$ cat src/rtl/hub75_pkg.sv
// hub75_pkg: shared constants and types for the HUB75 receiver.
//   NUM_COLS/NUM_ROWS/BIT_DEPTH : default panel geometry
//   COL_W/ROW_W/PL_W            : derived address/plane widths
//   state_t                     : drain FSM states
//   pix_t                       : one pixel word {rgb0, rgb1}
package hub75_pkg;
  localparam int NUM_COLS  = 64;
  localparam int NUM_ROWS  = 64;
  localparam int BIT_DEPTH = 4;
  localparam int COL_W     = $clog2(NUM_COLS);
  localparam int ROW_W     = $clog2(NUM_ROWS / 2);
  localparam int PL_W      = $clog2(BIT_DEPTH);

  typedef enum logic [1:0] {IDLE, DRAIN, DONE} state_t;
  typedef logic [5:0] pix_t;
endpackage

$ cat src/rtl/hub75_rx_if.sv
// hub75_rx_if: frame-buffer write channel (valid/ready).
//   wr_valid/wr_addr/wr_plane/wr_data : master -> slave
//   wr_ready                          : slave -> master
interface hub75_rx_if #(
  parameter int AW = hub75_pkg::ROW_W + hub75_pkg::COL_W,
  parameter int PW = hub75_pkg::PL_W
);
  import hub75_pkg::*;
  logic          wr_valid;
  logic          wr_ready;
  logic [AW-1:0] wr_addr;
  logic [PW-1:0] wr_plane;
  pix_t          wr_data;

  modport master (output wr_valid, wr_addr, wr_plane, wr_data, input wr_ready);
  modport slave  (input wr_valid, wr_addr, wr_plane, wr_data, output wr_ready);
endinterface

$ cat src/rtl/hub75_sync_edge.sv
// hub75_sync_edge: 2-flop synchroniser plus one history flop for edge
// detection on a W-bit asynchronous bus.
//   clk, rst : system clock, synchronous active-high reset
//   d        : asynchronous input
//   q        : synchronised value (2 flops)
//   rise/fall: per-bit edge strobes, aligned with q
module hub75_sync_edge #(
  parameter int W = 1
) (
  input  logic         clk,
  input  logic         rst,
  input  logic [W-1:0] d,
  output logic [W-1:0] q,
  output logic [W-1:0] rise,
  output logic [W-1:0] fall
);
  logic [W-1:0] s1, s2, h;
  // Edges are masked until the history flop holds a real pin sample, so the
  // reset value of the chain can never look like an edge.
  logic [2:0] vld_pipe;

  always_ff @(posedge clk) begin
    if (rst) begin
      s1       <= '0;
      s2       <= '0;
      h        <= '0;
      vld_pipe <= '0;
    end else begin
      s1       <= d;
      s2       <= s1;
      h        <= s2;
      vld_pipe <= {vld_pipe[1:0], 1'b1};
    end
  end

  assign q    = s2;
  assign rise = {W{vld_pipe[2]}} &  s2 & ~h;
  assign fall = {W{vld_pipe[2]}} & ~s2 &  h;
endmodule

$ cat src/rtl/hub75_rx.sv
// hub75_rx: HUB75 panel-side receiver. Oversamples LP_CLK/LATCH/ROW/RGB on
// clk, deserialises one row per latch and drains it as per-pixel writes.
//   clk, rst            : system clock, synchronous active-high reset
//   hub_clk, hub_latch  : panel shift clock / latch (async)
//   hub_row, hub_rgb0/1 : row address and pixel data (async)
//   wr                  : write channel master {row,col}, plane, {rgb0,rgb1}
//   busy                : drain in progress
//   frame_done          : pulse after the last write of row NUM_ROWS/2-1,
//                         plane BIT_DEPTH-1
//   err_short/overrun   : sticky line-length / latch-while-busy errors
//   clr_err             : clears both sticky errors (a same-cycle set wins)
module hub75_rx #(
  parameter int NUM_COLS         = hub75_pkg::NUM_COLS,
  parameter int NUM_ROWS         = hub75_pkg::NUM_ROWS,
  parameter int BIT_DEPTH        = hub75_pkg::BIT_DEPTH,
  parameter bit SAMPLE_FALL      = 1'b1,
  parameter bit LATCH_ACTIVE_LOW = 1'b1,
  localparam int COL_W = $clog2(NUM_COLS),
  localparam int ROW_W = $clog2(NUM_ROWS / 2),
  localparam int PL_W  = $clog2(BIT_DEPTH)
) (
  input  logic             clk,
  input  logic             rst,
  input  logic             hub_clk,
  input  logic             hub_latch,
  input  logic [ROW_W-1:0] hub_row,
  input  logic [2:0]       hub_rgb0,
  input  logic [2:0]       hub_rgb1,
  hub75_rx_if.master       wr,
  output logic             busy,
  output logic             frame_done,
  output logic             err_short,
  output logic             err_overrun,
  input  logic             clr_err
);
  import hub75_pkg::*;

  localparam int CNT_W = $clog2(NUM_COLS + 1);

  // ---- input synchronisation (all paths share the same latency) ----
  logic [1:0]       ctl_q_unused, ctl_rise, ctl_fall;
  logic [ROW_W+5:0] dat_q, dat_rise_unused, dat_fall_unused;

  hub75_sync_edge #(.W(2)) u_sync_ctl (
    .clk, .rst, .d({hub_clk, hub_latch}),
    .q(ctl_q_unused), .rise(ctl_rise), .fall(ctl_fall)
  );

  hub75_sync_edge #(.W(ROW_W + 6)) u_sync_dat (
    .clk, .rst, .d({hub_row, hub_rgb0, hub_rgb1}),
    .q(dat_q), .rise(dat_rise_unused), .fall(dat_fall_unused)
  );

  logic             shift_edge, latch_edge, accept;
  logic [ROW_W-1:0] row_s;
  pix_t             pix_s;

  assign shift_edge = SAMPLE_FALL      ? ctl_fall[1] : ctl_rise[1];
  assign latch_edge = LATCH_ACTIVE_LOW ? ctl_fall[0] : ctl_rise[0];
  assign row_s      = dat_q[ROW_W+5:6];
  assign pix_s      = dat_q[5:0];
  assign accept     = latch_edge && !busy;

  // ---- shift buffer ----
  pix_t [NUM_COLS-1:0] sbuf, sbuf_nxt, hold;
  logic [CNT_W-1:0]    col_cnt, cnt_nxt;
  logic                ovf_q, ovf_nxt, line_short;

  // The same-cycle pixel is folded in here so a coincident latch copies it.
  always_comb begin
    sbuf_nxt = sbuf;
    cnt_nxt  = col_cnt;
    ovf_nxt  = ovf_q;
    if (shift_edge) begin
      if (col_cnt < CNT_W'(NUM_COLS)) begin
        sbuf_nxt[col_cnt[COL_W-1:0]] = pix_s;
        cnt_nxt = col_cnt + CNT_W'(1);
      end else begin
        ovf_nxt = 1'b1;  // saturated count alone cannot flag a long line
      end
    end
  end

  assign line_short = (cnt_nxt != CNT_W'(NUM_COLS)) || ovf_nxt;

  // ---- line commit, plane tracking, sticky errors ----
  logic [ROW_W-1:0] row_q;
  logic [PL_W-1:0]  plane_q;
  logic             first_q;

  always_ff @(posedge clk) begin
    if (rst) begin
      sbuf        <= '0;
      hold        <= '0;
      col_cnt     <= '0;
      ovf_q       <= 1'b0;
      row_q       <= '0;
      plane_q     <= '0;
      first_q     <= 1'b1;
      err_short   <= 1'b0;
      err_overrun <= 1'b0;
    end else begin
      sbuf    <= sbuf_nxt;
      col_cnt <= latch_edge ? '0 : cnt_nxt;
      ovf_q   <= latch_edge ? 1'b0 : ovf_nxt;
      if (accept) begin
        hold    <= sbuf_nxt;
        row_q   <= row_s;
        first_q <= 1'b0;
        if (first_q || row_s != row_q)          plane_q <= '0;
        else if (plane_q == PL_W'(BIT_DEPTH-1)) plane_q <= '0;
        else                                    plane_q <= plane_q + PL_W'(1);
      end
      if (accept && line_short)    err_short <= 1'b1;
      else if (clr_err)            err_short <= 1'b0;
      if (latch_edge && busy)      err_overrun <= 1'b1;
      else if (clr_err)            err_overrun <= 1'b0;
    end
  end

  // ---- drain FSM ----
  state_t           state, state_nxt;
  logic [COL_W-1:0] dcol;

  always_ff @(posedge clk) begin
    if (rst) state <= IDLE;
    else     state <= state_nxt;
  end

  always_ff @(posedge clk) begin
    if (rst)                              dcol <= '0;
    else if (accept)                      dcol <= '0;
    else if (state == DRAIN && wr.wr_ready) dcol <= dcol + COL_W'(1);
  end

  always_comb begin
    state_nxt = state;
    case (state)
      IDLE:    if (latch_edge) state_nxt = DRAIN;
      DRAIN:   if (wr.wr_ready && dcol == COL_W'(NUM_COLS-1)) state_nxt = DONE;
      DONE:    state_nxt = IDLE;
      default: state_nxt = IDLE;
    endcase
  end

  always_comb begin
    wr.wr_valid = 1'b0;
    wr.wr_addr  = '0;
    wr.wr_plane = '0;
    wr.wr_data  = '0;
    busy        = 1'b0;
    frame_done  = 1'b0;
    case (state)
      DRAIN: begin
        busy        = 1'b1;
        wr.wr_valid = 1'b1;
        wr.wr_addr  = {row_q, dcol};
        wr.wr_plane = plane_q;
        wr.wr_data  = hold[dcol];
      end
      DONE: begin
        busy       = 1'b1;
        frame_done = (row_q == ROW_W'(NUM_ROWS/2-1)) &&
                     (plane_q == PL_W'(BIT_DEPTH-1));
      end
      default: ;
    endcase
  end
endmodule
$ cat src/flat_wrapper.sv
// flat-port wrapper written by rule: the top's interface ports become plain ports
module hub75_rx_flat import hub75_pkg::*;
#(
  parameter int NUM_COLS         = hub75_pkg::NUM_COLS,
  parameter int NUM_ROWS         = hub75_pkg::NUM_ROWS,
  parameter int BIT_DEPTH        = hub75_pkg::BIT_DEPTH,
  parameter bit SAMPLE_FALL      = 1'b1,
  parameter bit LATCH_ACTIVE_LOW = 1'b1,
  localparam int COL_W = $clog2(NUM_COLS),
  localparam int ROW_W = $clog2(NUM_ROWS / 2),
  localparam int PL_W  = $clog2(BIT_DEPTH)
)
  (clk, rst, hub_clk, hub_latch, hub_row, hub_rgb0, hub_rgb1, busy, frame_done, err_short, err_overrun, clr_err, wr_wr_valid, wr_wr_addr, wr_wr_plane, wr_wr_data, wr_wr_ready);
  hub75_rx_if wr_i ();
  input  logic clk;
  input  logic rst;
  input  logic hub_clk;
  input  logic hub_latch;
  input  logic [ROW_W-1:0] hub_row;
  input  logic [2:0] hub_rgb0;
  input  logic [2:0] hub_rgb1;
  output logic busy;
  output logic frame_done;
  output logic err_short;
  output logic err_overrun;
  input  logic clr_err;
  output wire logic [$bits(wr_i.wr_valid)-1:0] wr_wr_valid;
  output wire logic [$bits(wr_i.wr_addr)-1:0] wr_wr_addr;
  output wire logic [$bits(wr_i.wr_plane)-1:0] wr_wr_plane;
  output wire logic [$bits(wr_i.wr_data)-1:0] wr_wr_data;
  input wire logic [$bits(wr_i.wr_ready)-1:0] wr_wr_ready;
  assign wr_wr_valid = wr_i.wr_valid;
  assign wr_wr_addr = wr_i.wr_addr;
  assign wr_wr_plane = wr_i.wr_plane;
  assign wr_wr_data = wr_i.wr_data;
  assign wr_i.wr_ready = wr_wr_ready;
  hub75_rx #(.NUM_COLS(NUM_COLS), .NUM_ROWS(NUM_ROWS), .BIT_DEPTH(BIT_DEPTH), .SAMPLE_FALL(SAMPLE_FALL), .LATCH_ACTIVE_LOW(LATCH_ACTIVE_LOW)) u_core (.clk(clk), .rst(rst), .hub_clk(hub_clk), .hub_latch(hub_latch), .hub_row(hub_row), .hub_rgb0(hub_rgb0), .hub_rgb1(hub_rgb1), .wr(wr_i), .busy(busy), .frame_done(frame_done), .err_short(err_short), .err_overrun(err_overrun), .clr_err(clr_err));
endmodule
$ cat config.mk
export PLATFORM = sky130hd
export DESIGN_NAME = hub75_rx_flat
export DESIGN_NICKNAME = d
export VERILOG_FILES = /design/src/rtl/hub75_pkg.sv /design/src/rtl/hub75_rx_if.sv /design/src/rtl/hub75_sync_edge.sv /design/src/rtl/hub75_rx.sv /design/src/flat_wrapper.sv
export SDC_FILE = /design/constraint.sdc
export NUM_CORES = 2
export LEC_CHECK = 0
export CORE_MARGIN = 1
export CORE_UTILIZATION = 57
export CTS_CLUSTER_DIAMETER = 100
export DETAILED_ROUTE_END_ITERATION = 6
export DONT_BUFFER_PORTS = 1
export PLACE_DENSITY = 0.73
export SETUP_SLACK_MARGIN = 0.4
export SYNTH_ARGS = -nofsm -noshare
export SYNTH_HDL_FRONTEND = slang
export SYNTH_SLANG_ARGS = --single-unit
$ cat constraint.sdc
create_clock -name clk -period 1.8 [get_ports clk]
set_input_delay 0.09 -clock clk [delete_from_list [all_inputs] [get_ports clk]]
set_output_delay 0.09 -clock clk [all_outputs]
set_load 0.005 [all_outputs]
==> flow_metrics.env <==
export IMPL_synth_top_cell_by_area="dfxtp_1"
export IMPL_r2r_setup_slack_ns=-0.37
export IMPL_cts_buffers=82
export IMPL_reg2reg_from="u_core.u_sync_ctl.q[1]$_SDFF_PP0_"
export IMPL_grt_overflow_total=0
export IMPL_fin_hold_ws_ns=-0.415
export IMPL_async_reset_ff_share_pct=0
export IMPL_final_max_slew_viol_count=0
export IMPL_grt_pass1_wl_um=142000
export IMPL_endpoint_kind="primary output"
export IMPL_hp_class="input port to register"
export IMPL_fin_ws_ns=-1.17
export IMPL_h_tree_depth=3
export IMPL_tightest_slew_ns=0.913
export IMPL_routed_wl_um=107000
export IMPL_slew_headroom_pct=39.1
export IMPL_grt_setup_unrepaired="true"
export IMPL_outcome="finished, violations left"
export IMPL_initial_core_util_pct=57.7
export IMPL_p_sw_share_pct=22.0
export IMPL_via_per_inst=6.49
export IMPL_track_usage_pct=31.9
export IMPL_post_drt_wl_per_cell_um=26.2
export IMPL_placed_cell_area_um2=34700
export IMPL_yosys_warnings=0
export IMPL_netlist_top_cells_area="dfxtp_1 52%, mux2i_1 12%, mux4_2 6.4%, o21ai_0 6.2%, a21oi_1 5.3%"
export IMPL_crit_slowest_cell="mux4_2"
export IMPL_clkSinkCount=825
export IMPL_ys_seq_area_share_pct=51.8
export IMPL_cap_violations=0
export IMPL_cp_max_fo=5
export IMPL_chipHeight_um=238
export IMPL_synth_fp_nets=3148
export IMPL_fin_cells=4069
export IMPL_reg2reg_depth=6
export IMPL_syn_avg_cell_area_um2=10.2
export IMPL_final_common_cell="dfxtp_1"
export IMPL_clk_latency_ns=0.64
export IMPL_antenna_found_initial=1
export IMPL_root_buffer="clkbuf_16"
export IMPL_required_ns=1.71
export IMPL_violations="DRC, hold timing, setup timing"
export IMPL_p_total_mw=37.3
export IMPL_die_area_um2=56800
export IMPL_area_growth_pct=35.1
export IMPL_hold_buffers=37
export IMPL_min_to="u_core.sbuf[350]$_SDFF_PP0_"
export IMPL_final_cell_mix="808 x dfxtp_1, 412 x nor2_1, 372 x o21ai_0, 235 x a21oi_1, 208 x mux2i_4"
export IMPL_cp_arrival_ns=2.88
export IMPL_setup_viol=764
export IMPL_clock_skew_ns=0.0194
export IMPL_portBuffers=0
export IMPL_path_cells="buf_12 > buf_6 > mux4_2 > mux2i_1 > o21ai_1 > a21oi_1 > buf_4 > o41ai_2 > buf_4 > buf_6"
export IMPL_dr_first_iter_drc_count=2976
export IMPL_hold_violations=354
export IMPL_ioPinCount=41
export IMPL_design_area_um2=43000
export IMPL_pwr_share_comb_pct=3.2
export IMPL_path_buf_inv=5
export IMPL_hpwlAfterDp_um=52200
export IMPL_ant_nets=0
export IMPL_core_um2=55200
export IMPL_syn_inst=3124
export IMPL_num_nets_final=3287
export IMPL_finalCriticalPeriod_ns=2.97
export IMPL_holdPathStages=1
export IMPL_clk_path_buf_depth=3
export IMPL_row_count=86
export IMPL_dp_cells=3791
export IMPL_power_density_nw_per_um2=866
export IMPL_synth_ff_type="dfxtp_1"
export IMPL_synth_edf_count=0
export IMPL_grt_max_degree=427
export IMPL_hp_start="rst"
export IMPL_drive_gt1_share_pct=33.8
export IMPL_seqPwrFrac_pct=49.4
export IMPL_peakVddDrop_mv=0.751
export IMPL_p_leak_nw=15.8
export IMPL_intPower_mw=29.1
export IMPL_cts_tree="built"
export IMPL_first_pass_iters=7
export IMPL_die_x_um=238
export IMPL_critPathLaunchType="register"
export IMPL_yosys_cell_types_count=60
export IMPL_r2r_end="u_core.sbuf[108]$_SDFF_PP0_"
export IMPL_power_switching_mw=8.21
export IMPL_drcViolationCount=5
export IMPL_cts_reportedPaths_clkPinSlew_ns=0.06
export IMPL_antenna_cells_inserted=0
export IMPL_syn_area_um2=31900
export IMPL_grt_pass1_vias=24700
export IMPL_criticalPathCategory="register to primary output"
export IMPL_num_vias=26400
export IMPL_gp_congestion=0.883
export IMPL_synth_top_cell_area_share_pct=51.8
export IMPL_crit_family="buffers and inverters"
export IMPL_worst_path_largest_cell_delay_ns=0.50
export IMPL_finalCritPeriodShare_pct=165
export IMPL_ys_seq_elements=825
export IMPL_timing_fmax_mhz=336
export IMPL_p_clk_share_pct=47.4
==> cells in the mapped netlist (3+ instances only) <==
cell type,instances
a2111oi_0,4
a211oi_1,4
a21oi_1,340
a21oi_2,57
a22o_1,6
a22oi_1,23
and2_1,17
and3_1,5
buf_1,16
buf_2,58
buf_4,10
buf_6,5
clkbuf_1,186
dfxtp_1,825
ha_1,7
inv_1,8
mux2_2,13
mux2i_1,392
mux4_2,90
nand2_1,64
nand2_2,9
nand2b_1,6
nand3_1,7
nand3b_1,3
nand4_1,5
nor2_1,424
nor2_2,8
nor2_4,8
nor2_8,16
nor2b_1,41
nor3_1,7
nor3b_1,4
nor4_1,6
o21ai_0,394
o22ai_1,9
o31ai_1,3
or2_2,3
xnor2_1,9
xor2_1,6
==> power by group through the flow <==
stage	clock network (mW)	logic, mW	registers [mW]
floorplan	0	0.657	18.8
global placement	0	0.781	18.8
detailed placement	0	0.800	18.8
CTS	17.4	1.02	18.4
global route	18.4	1.23	18.4
finish	17.7	1.19	18.4
==> area by class of cell <==
type	instances	area [um2]
clock buffers	119	2480
clock inverters	23	256
fillers	2808	12200
inverters	9	43.8
multi-input cells	2013	18300
flip-flops and latches	825	16500
well taps	748	936
repair buffers	332	4520
==> worst max path at each step <==
stage                                 startpoint                       endpoint  slack (ns)  cells past startpoint
2_1_floorplan  u_core.u_sync_ctl.q[1]$_SDFF_PP0_  u_core.hold[252]$_SDFFE_PP0P_       -0.06                      6
3_3_place_gp         u_core.dcol[0]$_SDFFE_PP0P_                  wr_wr_data[2]       -0.62                      6
3_5_place_dp         u_core.dcol[0]$_SDFFE_PP0P_                  wr_wr_data[2]       -0.63                      6
4_1_cts              u_core.dcol[1]$_SDFFE_PP0P_                  wr_wr_data[4]       -0.98                      9
5_1_grt              u_core.dcol[0]$_SDFFE_PP0P_                  wr_wr_data[4]       -1.20                     10
6_report             u_core.dcol[0]$_SDFFE_PP0P_                  wr_wr_data[4]       -1.17                     10
==> per-layer routing <==
| layer | routed length, um | up-vias | global-route usage [%] | share of wire, % |
|---|---|---|---|---|
| met5 | 8 | - | 0 | 0.0075 |
| met4 | 6640 | 2 | 14.0 | 6.2 |
| met3 | 9560 | 475 | 5.32 | 9.0 |
| met2 | 50900 | 1698 | 52.4 | 48 |
| met1 | 39400 | 13000 | 41.5 | 37 |
| li1 | - | 11300 | - | - |
==> logic make-up after synthesis <==
kind of cell    count (synthesis)  share of synthesized area [%]
buf+inv                       286                           3.94
xor+xnor                       15                          0.412
simple gates                  648                           9.91
mux                           495                           19.1
compound gates                848                           14.5
fa+ha+maj                       7                          0.275
flops                         825                           51.8
==> repair_timing <==
item                       4_1_cts  5_1_grt
cloned                          13       16
hold endpoints to repair       487      395
resized for setup              305      400
setup buffers                   38       32
pin swaps                       94       65
setup endpoints to repair      810      815
==> per-stage QoR <==
step / utilization (%) / hold slack (ns) / worst slack (ns) / TNS, ns
2_1_floorplan: - / 0.218 / -0.0569 / -5.62
3_3_place_gp: 62.9 / 0.181 / -0.620 / -56.79
3_5_place_dp: 62.9 / 0.180 / -0.633 / -74.68
4_1_cts: 72.7 / -0.484 / -0.985 / -60.39
5_1_grt: 78.0 / -0.449 / -1.20 / -147.48
6_report: 78.0 / -0.415 / -1.17 / -115.14
==> registers in the layout (all words and copies together) (netlist names), 3 cells and up <==
| register | flops |
|---|---|
| u_core.u_sync_dat.q | 11 |
| u_core.u_sync_ctl.vld_pipe | 3 |
| u_core.dcol | 6 |
| u_core.row_q | 5 |
| u_core.u_sync_dat.s1 | 11 |
| u_core.col_cnt | 7 |
| u_core.sbuf | 384 |
| u_core.hold | 384 |
==> worst reg2reg max path, delay by kind of cell, from the launching register on <==
kind,cells,cell delay [ns]
muxes,1,0.33
and+or+nand+nor,4,1.20
buffers and inverters,1,0.19
DFF,1,0.32
Note: power is estimated with default switching activity, not from simulation.
